$ cat config.mk
export PLATFORM = sky130hd
export DESIGN_NAME = sync_fifo_flat
export DESIGN_NICKNAME = d
export VERILOG_FILES = /design/src/rtl/sync_fifo_if.sv /design/src/rtl/sync_fifo_mem.sv /design/src/rtl/sync_fifo.sv /design/src/flat_wrapper.sv
export SDC_FILE = /design/constraint.sdc
export NUM_CORES = 1
export LEC_CHECK = 0
export CAP_MARGIN = 25
export CORE_MARGIN = 10
export CORE_UTILIZATION = 58
export CTS_CLUSTER_SIZE = 16
export DETAILED_ROUTE_END_ITERATION = 8
export PLACE_DENSITY = 0.79
export SETUP_SLACK_MARGIN = 0.2
export SLEW_MARGIN = 5
export SYNTH_ARGS = -nofsm -noshare
export SYNTH_HDL_FRONTEND = slang
export SYNTH_SLANG_ARGS = --single-unit
$ cat constraint.sdc
create_clock -name clk -period 3.4 [get_ports clk]
set_clock_uncertainty 0.15 [all_clocks]
set_input_delay 0.68 -clock clk [delete_from_list [all_inputs] [get_ports clk]]
set_output_delay 0.68 -clock clk [all_outputs]
set_load 0.03 [all_outputs]
$ cat src/rtl/sync_fifo_if.sv
// sync_fifo_if: producer/consumer handshake bundle for sync_fifo.
interface sync_fifo_if #(
    parameter int DATA_WIDTH = 8
);
    logic                  w_en;
    logic                  r_en;
    logic [DATA_WIDTH-1:0] data_in;
    logic [DATA_WIDTH-1:0] data_out;
    logic                  full;
    logic                  empty;
    modport master (output w_en, r_en, data_in, input data_out, full, empty);
    modport slave  (input w_en, r_en, data_in, output data_out, full, empty);
endinterface

$ cat src/rtl/sync_fifo_mem.sv
// sync_fifo_mem: dual-port register array, synchronous write, registered read.
module sync_fifo_mem #(
    parameter int DATA_WIDTH = 8,
    parameter int DEPTH      = 8,
    parameter int AW         = $clog2(DEPTH)
) (
    input  logic                  clk,
    input  logic                  rst,
    input  logic                  we,
    input  logic [AW-1:0]         waddr,
    input  logic [DATA_WIDTH-1:0] wdata,
    input  logic                  re,
    input  logic [AW-1:0]         raddr,
    output logic [DATA_WIDTH-1:0] rdata
);
    logic [DATA_WIDTH-1:0] mem [DEPTH];
    always_ff @(posedge clk) begin
        if (we) mem[waddr] <= wdata;
    end
    // only the read register is reset; storage keeps stale contents
    always_ff @(posedge clk) begin
        if (rst) rdata <= '0;
        else if (re) rdata <= mem[raddr];
    end
endmodule

$ cat src/rtl/sync_fifo.sv
// sync_fifo: single-clock FIFO with wrap-bit pointers and registered read data.
module sync_fifo #(
    parameter int DATA_WIDTH = 8,
    parameter int DEPTH      = 8
) (
    input logic       clk,
    input logic       rst,
    sync_fifo_if.slave bus
);
    localparam int AW = $clog2(DEPTH);
    logic [AW:0]           wptr, rptr;
    logic                  full, empty, wr_acc, rd_acc;
    logic [DATA_WIDTH-1:0] rdata;
    // flags depend only on registered pointers
    assign empty = wptr == rptr;
    assign full = (wptr[AW-1:0] == rptr[AW-1:0]) && (wptr[AW] != rptr[AW]);
    assign wr_acc = bus.w_en && !full && !rst;
    assign rd_acc = bus.r_en && !empty && !rst;
    assign bus.full = full;
    assign bus.empty = empty;
    assign bus.data_out = rdata;
    always_ff @(posedge clk) begin
        if (rst) begin
            wptr <= '0;
            rptr <= '0;
        end else begin
            wptr <= wr_acc ? wptr + (AW+1)'(1) : wptr;
            rptr <= rd_acc ? rptr + (AW+1)'(1) : rptr;
        end
    end
    sync_fifo_mem #(.DATA_WIDTH(DATA_WIDTH), .DEPTH(DEPTH), .AW(AW)) u_mem (
        .clk  (clk),
        .rst  (rst),
        .we   (wr_acc),
        .waddr(wptr[AW-1:0]),
        .wdata(bus.data_in),
        .re   (rd_acc),
        .raddr(rptr[AW-1:0]),
        .rdata(rdata)
    );
endmodule

$ cat src/flat_wrapper.sv
// flat-port wrapper written by rule: the top's interface ports become plain ports
module sync_fifo_flat 
#(
    parameter int DATA_WIDTH = 8,
    parameter int DEPTH      = 8
)
  (clk, rst, bus_w_en, bus_r_en, bus_data_in, bus_data_out, bus_full, bus_empty);
  sync_fifo_if #(.DATA_WIDTH(DATA_WIDTH)) bus_i ();
  input logic clk;
  input logic rst;
  input wire logic [$bits(bus_i.w_en)-1:0] bus_w_en;
  input wire logic [$bits(bus_i.r_en)-1:0] bus_r_en;
  input wire logic [$bits(bus_i.data_in)-1:0] bus_data_in;
  output wire logic [$bits(bus_i.data_out)-1:0] bus_data_out;
  output wire logic [$bits(bus_i.full)-1:0] bus_full;
  output wire logic [$bits(bus_i.empty)-1:0] bus_empty;
  assign bus_i.w_en = bus_w_en;
  assign bus_i.r_en = bus_r_en;
  assign bus_i.data_in = bus_data_in;
  assign bus_data_out = bus_i.data_out;
  assign bus_full = bus_i.full;
  assign bus_empty = bus_i.empty;
  sync_fifo #(.DATA_WIDTH(DATA_WIDTH), .DEPTH(DEPTH)) u_core (.clk(clk), .rst(rst), .bus(bus_i));
endmodule
==> results.yml <==
worst_setup_path:
  critical_path.max_fanout: 9
  start_kind: "flip-flop"
  arrival_ps: 2260
  worstPathRequired_ps: 2570
  path_class: "reg -> out"
  crit_path_end_kind: "output port"
sta:
  fin_crit_ps: 3090
  slew_headroom_pct: 41.8
  slew_violations: 0
  worst_pin_slew_ps: 864
  fin_tns_setup_ps: 0
  setup_viol: 0
  period_share_pct: 90.8
  hold_viol: 0
  fmax_mhz: 324
  rsz0062_at_grt: "false"
synthesis:
  synth_largest_area_cell: "edfxtp_1"
  synth_async_sr_flop_share_pct: 0
  ys_seq_area_share_pct: 68.4
  synth_cell_types: 34
  postSynthCellCount: 184
  syn-num-nets: 198
  synth_top_area_share_pct: 58.6
  synth_warnings: 0
  syn_area_per_cell_um2: 17.8
  netlist_area_um2: 3280
  synth_edf_count: 64
  ys.flop_type: "edfxtp_1"
  synth_area_leaders: "edfxtp_1, mux4_2, dfxtp_1"
  synth_seq_cells: 80
route:
  drt_wl_total_um: 5770
  viasPerCell: 5.71
  wl_per_cell_um: 19.8
  num_vias: 1661
  drc: 0
  drt_pass1_iterations: 4
  drtIter0Drc: 68
  ant_nets: 0
floorplan:
  core_area_um2: 5510
  io_pins: 22
  chipWidth_um: 95.2
  initial_utilization_pct: 59.5
  num_rows: 27
  dieArea_um2: 9060
  die_h_um: 95.2
clocking:
  cts_hold_buf: 0
  path_clk_slew_ps: 70
  root_buffer: "clkbuf_8"
  cts_tree: "done"
  clockBufferDepth: 2
  htree_levels: 3
  cts_sinks: 80
  ctsResizeCount: 0
  cts_post_setup_buffers_inserted: 0
  clk_latency_ps: 350
  numCtsBuffers: 9
finish:
  diodes: 0
  final_common_cell: "edfxtp_1"
  syn_to_final_growth_pct: 13.7
  drive_gt1_share_pct: 25.1
  fillerInstances: 375
  layout_common_cells: "edfxtp_1, clkdlybuf4s50_1, nor2_1"
  fin_nets: 228
pwr:
  p_leak_uw: 0.00120
  peakVddDrop_mv: 0.262
  power_per_cell_area_nw_per_um2: 560
  p_total_uw: 2090
global_route:
  grt_overflow: 0
  first_global_vias: 1755
  antenna_found_initial: 0
  grt_pass1_wl_um: 8960
  grt_use_total_pct: 13.7
  grt_max_degree: 22
run_status:
  status: "finished, final reports clean"
min_path:
  hp-class: "reg -> reg"
place:
  gp_congestion: 0.759
  port_buffers: 21
  hpwl_um: 3880
flow_run:
  cap_violations: 0
==> area by class of cell <==
class                      instances  area, um2  share of cell area [%]
sequential                        80       2240                    60.2
inverter                           2       7.51                   0.202
multi-input combinational         89        926                    24.9
clock inverter                     5       32.5                   0.873
clock buffer                      11        131                    3.53
timing repair buffer              32        295                    7.93
tap                               72       90.1                    2.42
==> cells by family after synthesis <==
family	count (synthesis)	synth area share (%)
xor gates and xnor gates	7	2.56
DFF	80	68.4
muxes	27	14.4
and+or+nand+nor	37	5.50
buffers and inverters	15	3.32
adders and majority gates	2	0.764
AOI/OAI and AO/OA	16	5.04
==> worst paths after layout <==
kind                                     start                      to  slack [ps]  cells after the start
worst max-delay path            u_core.wptr[2]                bus_full         310                      4
worst min-delay path            u_core.wptr[3]          u_core.wptr[3]         390                      2
worst max register to register  u_core.wptr[2]  u_core.u_mem.mem[0][3]         920                      4
worst min register to register  u_core.wptr[3]          u_core.wptr[3]         390                      2
==> per-layer routing <==
| metal | up-vias | part of all wire, % | GRT usage, % |
|---|---|---|---|
| li1 | 772 | - | - |
| met2 | 44 | 47 | 21.1 |
| met1 | 829 | 43 | 16.1 |
| met5 | - | 0 | 0 |
| met4 | 0 | 3.4 | 8.98 |
| met3 | 16 | 5.8 | 4.56 |
==> critical path, cell delays in order, from the launching register on <==
cell,delay (ps)
dfxtp_1,510
xor2_2,150
or2_2,340
nor3_1,200
clkdlybuf4s50_1,710
==> flip-flops by register name, indices dropped and copies added (netlist names) <==
| name | cells |
|---|---|
| u_core.u_mem.rdata | 8 |
| u_core.u_mem.mem | 64 |
| u_core.rptr | 4 |
| u_core.wptr | 4 |
==> synthesized netlist by cell type (2+ instances only) <==
cell type  instances
edfxtp_1          64
nor2_1            18
dfxtp_1           16
mux4_2            16
mux2i_1           10
a211oi_2           8
buf_6              6
nor3_1             4
buf_2              3
xor2_2             3
a21oi_1            2
and3_1             2
buf_1              2
ha_1               2
inv_1              2
nand2b_1           2
nor4_1             2
o21ai_0            2
or2_2              2
or3_1              2
xnor2_1            2
xor2_1             2
==> report_power, final <==
| part | total [uW] | internal (uW) | switching (uW) |
|---|---|---|---|
| clock | 592 | 264 | 327 |
| combinational | 372 | 161 | 211 |
| sequential | 1120 | 1100 | 26.1 |
| total | 2090 | 1520 | 564 |
==> stage by stage <==
stage	utilization [%]	area [um2]	instances	hold slack (ps)	worst slack, ps
after detailed placement	64.6	3560	275	376	655
after global routing	67.6	3720	291	419	205
after CTS	67.6	3720	291	389	271
final	67.6	3720	291	388	312
after floorplan	-	3280	184	344	965
after global placement	64.6	3560	275	367	794
No activity file was read; power rests on OpenSTA's default activity.
